===== src/rtl/tinyriscv_pkg.sv =====
// tinyriscv_pkg: shared bus width and APB master bridge types
package tinyriscv_pkg;
  localparam int MemBus = 32;
  localparam int ApbTimeoutDefault = 16;
  typedef enum logic [1:0] {IDLE, SETUP, ACCESS} apb_mst_state_e;
endpackage


===== src/rtl/apb4_intf.sv =====
// apb4_intf: APB4 bus signal bundle with master and slave views
interface apb4_intf import tinyriscv_pkg::*; ();
  logic [MemBus-1:0]   paddr;
  logic                psel;
  logic                penable;
  logic                pwrite;
  logic [MemBus-1:0]   pwdata;
  logic [MemBus/8-1:0] pstrb;
  logic [2:0]          pprot;
  logic [MemBus-1:0]   prdata;
  logic                pready;
  logic                pslverr;
  modport master (output paddr, psel, penable, pwrite, pwdata, pstrb, pprot, input prdata, pready, pslverr);
  modport slave (input paddr, psel, penable, pwrite, pwdata, pstrb, pprot, output prdata, pready, pslverr);
endinterface


===== src/rtl/apb4_master_bridge.sv =====
// apb4_master_bridge: single-outstanding core request to APB4 master with access timeout
module apb4_master_bridge import tinyriscv_pkg::*; #(
  parameter int         TIMEOUT_CYCLES = ApbTimeoutDefault,
  parameter logic [2:0] PPROT_VAL      = 3'b000
) (
  input  logic                clk,
  input  logic                rst,
  input  logic                req_valid_i,
  output logic                req_ready_o,
  input  logic                req_we_i,
  input  logic [MemBus-1:0]   req_addr_i,
  input  logic [MemBus-1:0]   req_wdata_i,
  input  logic [MemBus/8-1:0] req_strb_i,
  output logic                rsp_valid_o,
  output logic [MemBus-1:0]   rsp_rdata_o,
  output logic                rsp_err_o,
  apb4_intf.master            apb_mst
);
  localparam int CntW = (TIMEOUT_CYCLES > 0) ? $clog2(TIMEOUT_CYCLES + 1) : 1;
  apb_mst_state_e      state_q;
  logic [CntW-1:0]     cnt_q;
  logic [MemBus-1:0]   paddr_q, pwdata_q, rsp_rdata_q;
  logic [MemBus/8-1:0] pstrb_q;
  logic                psel_q, penable_q, pwrite_q, rsp_valid_q, rsp_err_q;
  logic                tmo;
  // this ACCESS cycle would be the TIMEOUT_CYCLES-th one without PREADY
  assign tmo = (TIMEOUT_CYCLES != 0) && (32'(cnt_q) == 32'(TIMEOUT_CYCLES - 1));
  always_ff @(posedge clk) begin
    if (rst) begin
      state_q     <= IDLE;
      cnt_q       <= '0;
      paddr_q     <= '0;
      pwdata_q    <= '0;
      pstrb_q     <= '0;
      pwrite_q    <= 1'b0;
      psel_q      <= 1'b0;
      penable_q   <= 1'b0;
      rsp_valid_q <= 1'b0;
      rsp_rdata_q <= '0;
      rsp_err_q   <= 1'b0;
    end else begin
      rsp_valid_q <= 1'b0;
      case (state_q)
        IDLE: if (req_valid_i) begin
          state_q  <= SETUP;
          psel_q   <= 1'b1;
          paddr_q  <= {req_addr_i[MemBus-1:2], 2'b00};
          pwrite_q <= req_we_i;
          pwdata_q <= req_wdata_i;
          pstrb_q  <= req_we_i ? req_strb_i : '0;
        end
        SETUP: begin
          state_q   <= ACCESS;
          penable_q <= 1'b1;
          cnt_q     <= '0;
        end
        ACCESS: if (apb_mst.pready || tmo) begin
          state_q     <= IDLE;
          psel_q      <= 1'b0;
          penable_q   <= 1'b0;
          rsp_valid_q <= 1'b1;
          rsp_rdata_q <= (apb_mst.pready && !pwrite_q) ? apb_mst.prdata : '0;
          rsp_err_q   <= apb_mst.pready ? apb_mst.pslverr : 1'b1;
        end else cnt_q <= cnt_q + 1'b1;
        default: state_q <= IDLE;
      endcase
    end
  end
  assign req_ready_o     = (state_q == IDLE);
  assign rsp_valid_o     = rsp_valid_q;
  assign rsp_rdata_o     = rsp_rdata_q;
  assign rsp_err_o       = rsp_err_q;
  assign apb_mst.paddr   = paddr_q;
  assign apb_mst.psel    = psel_q;
  assign apb_mst.penable = penable_q;
  assign apb_mst.pwrite  = pwrite_q;
  assign apb_mst.pwdata  = pwdata_q;
  assign apb_mst.pstrb   = pstrb_q;
  assign apb_mst.pprot   = PPROT_VAL;
endmodule


===== src/flat_wrapper.sv =====
// flat-port wrapper written by rule: the top's interface ports become plain ports
module apb4_master_bridge_flat import tinyriscv_pkg::*;
#(
  parameter int         TIMEOUT_CYCLES = ApbTimeoutDefault,
  parameter logic [2:0] PPROT_VAL      = 3'b000
)
  (clk, rst, req_valid_i, req_ready_o, req_we_i, req_addr_i, req_wdata_i, req_strb_i, rsp_valid_o, rsp_rdata_o, rsp_err_o, apb_mst_paddr, apb_mst_psel, apb_mst_penable, apb_mst_pwrite, apb_mst_pwdata, apb_mst_pstrb, apb_mst_pprot, apb_mst_prdata, apb_mst_pready, apb_mst_pslverr);
  apb4_intf apb_mst_i ();
  input  logic clk;
  input  logic rst;
  input  logic req_valid_i;
  output logic req_ready_o;
  input  logic req_we_i;
  input  logic [MemBus-1:0] req_addr_i;
  input  logic [MemBus-1:0] req_wdata_i;
  input  logic [MemBus/8-1:0] req_strb_i;
  output logic rsp_valid_o;
  output logic [MemBus-1:0] rsp_rdata_o;
  output logic rsp_err_o;
  output wire logic [$bits(apb_mst_i.paddr)-1:0] apb_mst_paddr;
  output wire logic [$bits(apb_mst_i.psel)-1:0] apb_mst_psel;
  output wire logic [$bits(apb_mst_i.penable)-1:0] apb_mst_penable;
  output wire logic [$bits(apb_mst_i.pwrite)-1:0] apb_mst_pwrite;
  output wire logic [$bits(apb_mst_i.pwdata)-1:0] apb_mst_pwdata;
  output wire logic [$bits(apb_mst_i.pstrb)-1:0] apb_mst_pstrb;
  output wire logic [$bits(apb_mst_i.pprot)-1:0] apb_mst_pprot;
  input wire logic [$bits(apb_mst_i.prdata)-1:0] apb_mst_prdata;
  input wire logic [$bits(apb_mst_i.pready)-1:0] apb_mst_pready;
  input wire logic [$bits(apb_mst_i.pslverr)-1:0] apb_mst_pslverr;
  assign apb_mst_paddr = apb_mst_i.paddr;
  assign apb_mst_psel = apb_mst_i.psel;
  assign apb_mst_penable = apb_mst_i.penable;
  assign apb_mst_pwrite = apb_mst_i.pwrite;
  assign apb_mst_pwdata = apb_mst_i.pwdata;
  assign apb_mst_pstrb = apb_mst_i.pstrb;
  assign apb_mst_pprot = apb_mst_i.pprot;
  assign apb_mst_i.prdata = apb_mst_prdata;
  assign apb_mst_i.pready = apb_mst_pready;
  assign apb_mst_i.pslverr = apb_mst_pslverr;
  apb4_master_bridge #(.TIMEOUT_CYCLES(TIMEOUT_CYCLES), .PPROT_VAL(PPROT_VAL)) u_core (.clk(clk), .rst(rst), .req_valid_i(req_valid_i), .req_ready_o(req_ready_o), .req_we_i(req_we_i), .req_addr_i(req_addr_i), .req_wdata_i(req_wdata_i), .req_strb_i(req_strb_i), .rsp_valid_o(rsp_valid_o), .rsp_rdata_o(rsp_rdata_o), .rsp_err_o(rsp_err_o), .apb_mst(apb_mst_i));
endmodule

===== config.mk =====
export PLATFORM = sky130hd
export DESIGN_NAME = apb4_master_bridge_flat
export DESIGN_NICKNAME = d
export VERILOG_FILES = /design/src/rtl/tinyriscv_pkg.sv /design/src/rtl/apb4_intf.sv /design/src/rtl/apb4_master_bridge.sv /design/src/flat_wrapper.sv
export SDC_FILE = /design/constraint.sdc
export NUM_CORES = 1
export LEC_CHECK = 0
export CAP_MARGIN = 20
export CORE_MARGIN = 8
export CORE_UTILIZATION = 41
export DETAILED_ROUTE_END_ITERATION = 6
export HOLD_SLACK_MARGIN = 0.12
export PLACE_DENSITY = 0.85
export REMOVE_ABC_BUFFERS = 1
export SLEW_MARGIN = 5
export SYNTH_ARGS = -nofsm -noshare
export SYNTH_HDL_FRONTEND = slang
export SYNTH_SLANG_ARGS = --single-unit

===== constraint.sdc =====
create_clock -name clk -period 6.05 [get_ports clk]
set_clock_uncertainty 0.15 [all_clocks]
set_input_delay 0.605 -clock clk [delete_from_list [all_inputs] [get_ports clk]]
set_output_delay 0.605 -clock clk [all_outputs]
set_load 0.005 [all_outputs]

## Word-level counts from Yosys, hierarchy flattened

Cells that the tools add are included.
Widths: inputs -> output; s select.

| word-level totals | value |
|---|---|
| memories kept | 0 |
| flip-flop bits (word level) | 110 |
| bits in writable memories | 0 |
| logic and storage cells | 45 |
| input port bits | 106 |
| output and inout bits | 109 |
| latch bits | 0 |
| memory bits (read-only) | 0 |

| operators by class | value |
|---|---|
| magnitude comparators | 0 |
| bitwise operators | 1 |
| add/subtract/negate cells | 1 |
| multipliers | 0 |
| div/mod/pow operators | 0 |
| shift-type cells | 0 |
| muxes and demuxes | 13 |
| reductions and logical operators | 13 |
| equality and inequality tests | 6 |

Operators by type and width:

| cell | number |
|---|---|
| $mux 32 | 1 |
| $pmux 5 s2 | 1 |
| $reduce_and 2->1 | 5 |
| $pmux 2 s3 | 1 |
| $add 5x1->5 const B | 1 |
| $eq 5x4->1 const B | 1 |
| $mux 5 | 1 |
| $mux 1 | 4 |
| $mux 2 | 2 |
| $mux 4 | 1 |
| $ne 2x2->1 const B | 2 |
| $pmux 1 s2 | 2 |
| $reduce_bool 2->1 | 2 |
| $reduce_and 3->1 | 1 |
| $eq 2x1->1 const B | 1 |
| $eq 2x2->1 const B | 1 |
| $logic_not 2->1 | 1 |
| $ne 2x1->1 const B | 1 |
| $reduce_or 2->1 | 1 |
| $logic_and 1x1->1 | 1 |
| $logic_not 1->1 | 1 |
| $logic_or 1x1->1 | 1 |
| $not 1->1 | 1 |

## Logic depth before layout (Yosys ltp)

| depth | value |
|---|---|
| depth after elaboration | 4 |
| mapped depth | 7 |
| depth with buffers taken out | 6 |

## Least setup slack after synthesis

OpenSTA, ideal clock, no wires.

| timing path | value |
|---|---|
| kind | register to register |
| start point | register u_core.cnt_q[0] |
| end point | register u_core.cnt_q[3] |
| library setup time | 0.115 ns |
| data arrival time | 1.856 ns |
| buffers on the path | 1 |
| setup slack | 3.930 ns |
| stages on the path, launching flop included | 8 |
| cells stage by stage | dfxtp_1 ha_1 and3_1 ha_1 or4b_1 buf_2 o21a_1 o21a_1 |

| on the way | value |
|---|---|
| word-level cells in the longest chain between the ends | 4 |

RTL lines:

| what | RTL line | RTL |
|---|---|---|
| start: declaration | apb4_master_bridge.sv:21 | `logic [CntW-1:0] cnt_q;` |
| start signal: assignment | apb4_master_bridge.sv:64 | `end else cnt_q <= cnt_q + 1'b1;` |
| branches (longest 4 deep; another with $add 5x1->5) | - |  |

Parallel ways; which one is timed is not known. The select of a mux whose other input is x is not followed.
A chain may end at the register's enable or synchronous reset.

## Worst setup path after layout

| timing path | value |
|---|---|
| start point | input req_valid_i |
| end point | register u_core.paddr_q[30], in the netlist u_core.apb_mst.paddr[30] |

| on the way | value |
|---|---|
| word-level cells in the longest chain between the ends | 1 |

RTL lines:

| what | RTL line | RTL |
|---|---|---|
| start: declaration | flat_wrapper.sv:11 | `input logic req_valid_i;` |
| $reduce_and 2->1 (no source line) | - |  |
| end signal: assignment | apb4_master_bridge.sv:47 | `paddr_q <= {req_addr_i[MemBus-1:2], 2'b00};` |
| end: declaration | apb4_master_bridge.sv:22 | `logic [MemBus-1:0] paddr_q, pwdata_q, rsp_rdata_q;` |

Every way passes these cells.

==> run summary <==
Final hold vios: 0
H-Tree Depth: 3
Share of power burned in registers: 53.1%
Initial Utilization: 41.6%
Xor-xnor portion of the synthesized cell area: 0.232%
Setup violations, final: 0
# diodes: 0
P_int: 1.11 mW
Vert. Die Dim: 112 µm
CTS Buf Count: 9
Switching portion of total power: 24.5%
Largest family of logic cells by synthesized area: compound AO/OA/AOI/OAI gates
Final nets: 723
Initial antenna violation count: 0
Worst R2R Path Depth: 7
GP Congestion: 0.723
CP max-delay cell: or3b_2
HP Class: flip-flop to flip-flop
CTS hold repair buffers: 0
Worst skew pair latency: 360 ps
Netlist Area Pre-Place: 3770 µm²
Die width: 112 µm
FILL cells: 747
PnR worst setup slack: 3700 ps
GR Overflow Total: 0
Num rows: 35
GRT Resource Usage Total: 19.6%
Synth Area in Simple Gates: 17.5%
Post-Route Utilization: 67.2%
Buffers on Ports: 207
Max_slew headroom: 47.0%
Sequential share of the synthesized area: 58.4%
Critical Path End Type: flip-flop
Post-synthesis compound-gate area fraction: 18.4%
Post-Place Setup Slack: 2990 ps
Critical path class: primary input to flip-flop
Dpl hpwl: 9570 µm
Overall Power: 1.47 mW
Die area: 12500 µm²
Synth Area per Inst: 8.89 µm²
Reg2reg end: u_core.rsp_rdata_o[25]$_SDFFE_PP0P_
DRT antenna net count: 0
Combinational Power Share: 16.0%
Vias in the first global route: 3763
Final worst-path cycle share: 38.9%
Static Leak: 2.29 nW
Largest net degree at the start of global routing: 78
DRC marker count from the first detailed-route iteration: 155
Worst-path clk slew: 90 ps
Hold_ws: 309 ps
Worst Tran Pin Value: 796 ps
RSZ-0062 raised after global routing: false
Outcome: finished, final reports clean
Final WL: 12500 µm
Cell area after layout: 6090 µm²
CP max FO: 39
CP max stage delay: 750 ps
R2R Setup Slk: 3710 ps
CP startpoint: req_valid_i
Netlist cell types: 26
Crit path cell chain: clkdlybuf4s50_1, or3b_2, buf_4, nand2_1, a21oi_1
FF-to-FF Start: u_core.cnt_q[0]$_SDFFE_PP0P_
Minimum clock period: 2350 ps
Via count: 3579
Multi-input logic area: 1410 µm²
Sum of negative setup slack: 0 ps
CTS root buf: clkbuf_8
CTS Buffer Depth: 2
Area grow syn2layout: 61.7%
Fin. max-slew vios: 0
DRC Markers: 0
Number of synthesized register bits: 110
Worst EP arrival: 2410 ps
Placed Area: 5860 µm²
Wire per inst: 17.1 µm
Non-filler cells, final: 731
Power per cell area: 241 nW/µm²
Via-per-instance ratio: 4.90
Synthesis Warnings: 0
Mapped Cells: 424
CTS tree: done
CORE AREA: 9060 µm²
CP endpoint: u_core.apb_mst.paddr[30]$_SDFFE_PP0P_
Layout cells sized above 1: 4.03%
Clk sinks: 110
I/O pin cnt: 215
Synth Area in Adders: 0.664%
First-pass GRT wire length: 19600 µm
Post-synthesis mux area share: 0%
Setup bufs post-CTS: 0
Sequential cell area: 2200 µm²
Max-cap violation count: 0
CTS resizes: 0
CP startpoint kind: primary input
Max VDD drop: 0.000186 V
Switching power: 359 µW
Post-Place Cells: 713
Share of total power in the clock network: 31.0%
Req. time, crit path: 6110 ps
DRT Pass-1 Iters: 4
Achievable Freq: 0.425 GHz
## final cells by class
class / instances / share of cell area, %
clock buffer: 11 / 2.32
clock inverter: 5 / 1.11
inverter: 2 / 0.123
multi-input combinational: 279 / 23.1
sequential: 110 / 36.1
tap: 111 / 2.28
timing repair buffer: 213 / 34.9
## registers in the layout (all words and copies together) (netlist names)
signal,flops
u_core.rsp_rdata_o,32
u_core.state_q,2
u_core.cnt_q,5
u_core.apb_mst.pwdata,32
u_core.apb_mst.pwrite,1
u_core.apb_mst.psel,1
u_core.rsp_valid_o,1
u_core.rsp_err_o,1
u_core.apb_mst.penable,1
u_core.apb_mst.pstrb,4
u_core.apb_mst.paddr,30
## cells in the mapped netlist (all sizes together)
| cell type | n | area (µm²) |
|---|---|---|
| nand2b | 3 | 18.8 |
| a22o | 32 | 280 |
| conb | 1 | 3.75 |
| ha | 2 | 25.0 |
| or3b | 1 | 8.76 |
| or4b | 1 | 10.0 |
| nand3 | 9 | 45.0 |
| nor4b | 1 | 8.76 |
| o21a | 3 | 22.5 |
| clkbuf | 22 | 82.6 |
| buf | 15 | 87.6 |
| and3 | 2 | 12.5 |
| dfxtp | 110 | 2200 |
| nor2b | 2 | 12.5 |
| xor2 | 1 | 8.76 |
| nor2 | 5 | 18.8 |
| nand2 | 133 | 499 |
| or2 | 1 | 6.26 |
| a311oi | 1 | 8.76 |
| a21oi | 74 | 374 |
| nor3 | 1 | 5.00 |
| nor3b | 1 | 12.5 |
| inv | 2 | 7.51 |
| a21o | 1 | 7.51 |
## worst min path at each step
stage	start	slack, ps	endpoint	depth (start not counted)
2_1_floorplan	u_core.cnt_q[4]$_SDFFE_PP0P_	290	u_core.cnt_q[4]$_SDFFE_PP0P_	2
3_3_place_gp	u_core.apb_mst.psel$_SDFFE_PP0P_	280	u_core.apb_mst.psel$_SDFFE_PP0P_	1
3_5_place_dp	u_core.apb_mst.paddr[31]$_SDFFE_PP0P_	300	u_core.apb_mst.paddr[31]$_SDFFE_PP0P_	2
4_1_cts	u_core.apb_mst.paddr[31]$_SDFFE_PP0P_	310	u_core.apb_mst.paddr[31]$_SDFFE_PP0P_	2
5_1_grt	u_core.apb_mst.pwdata[19]$_SDFFE_PP0P_	330	u_core.apb_mst.pwdata[19]$_SDFFE_PP0P_	2
6_report	u_core.apb_mst.paddr[2]$_SDFFE_PP0P_	310	u_core.apb_mst.paddr[2]$_SDFFE_PP0P_	2
## worst max-delay path: cells and delay by family
family / cells / cell delay, ps
buffers and inverters: 2 / 870
and+or+nand+nor: 2 / 860
AOI/OAI and AO/OA: 1 / 70
## logic make-up (layout without fill, tap and decap cells)
logic type / after synthesis / after routing
AOI/OAI and AO/OA: 111 / 111
xor gates and xnor gates: 1 / 1
adders and majority gates: 2 / 2
buffers and inverters: 39 / 231
DFF: 110 / 110
other: 1 / 5
and+or+nand+nor: 160 / 160
## routing by layer
layer | track usage [%] | part of all wire, % | wire (µm) | vias up
li1 | - | - | - | 1781
met1 | 19.0 | 35 | 4360 | 1665
met2 | 37.0 | 56 | 6960 | 110
met3 | 7.03 | 6.9 | 857 | 23
met4 | 7.47 | 2.4 | 303 | 0
met5 | 0 | 0 | 0 | -
## power by group through the flow
| stage | Sequential [mW] | Clock (mW) | Combinational (mW) |
|---|---|---|---|
| 3_5_place_dp | 0.795 | 0 | 0.235 |
| 5_1_grt | 0.783 | 0.498 | 0.255 |
| 3_3_place_gp | 0.792 | 0 | 0.228 |
| 2_1_floorplan | 0.796 | 0 | 0.0621 |
| 4_1_cts | 0.778 | 0.471 | 0.236 |
| 6_report | 0.778 | 0.454 | 0.234 |
## layout by cell type (no fill, tap or decap), drive strengths merged, types with 2 or more instances in the layout
cell / instances
o21a: 3
nor2b: 2
ha: 2
nand2: 133
clkdlybuf4s50: 206
inv: 3
a21oi: 74
nand2b: 3
clkinv: 3
nor2: 5
conb: 5
clkbuf: 11
a22o: 32
dfxtp: 110
and3: 2
nand3: 9
buf: 7
Note: power is estimated with default switching activity, not from simulation.
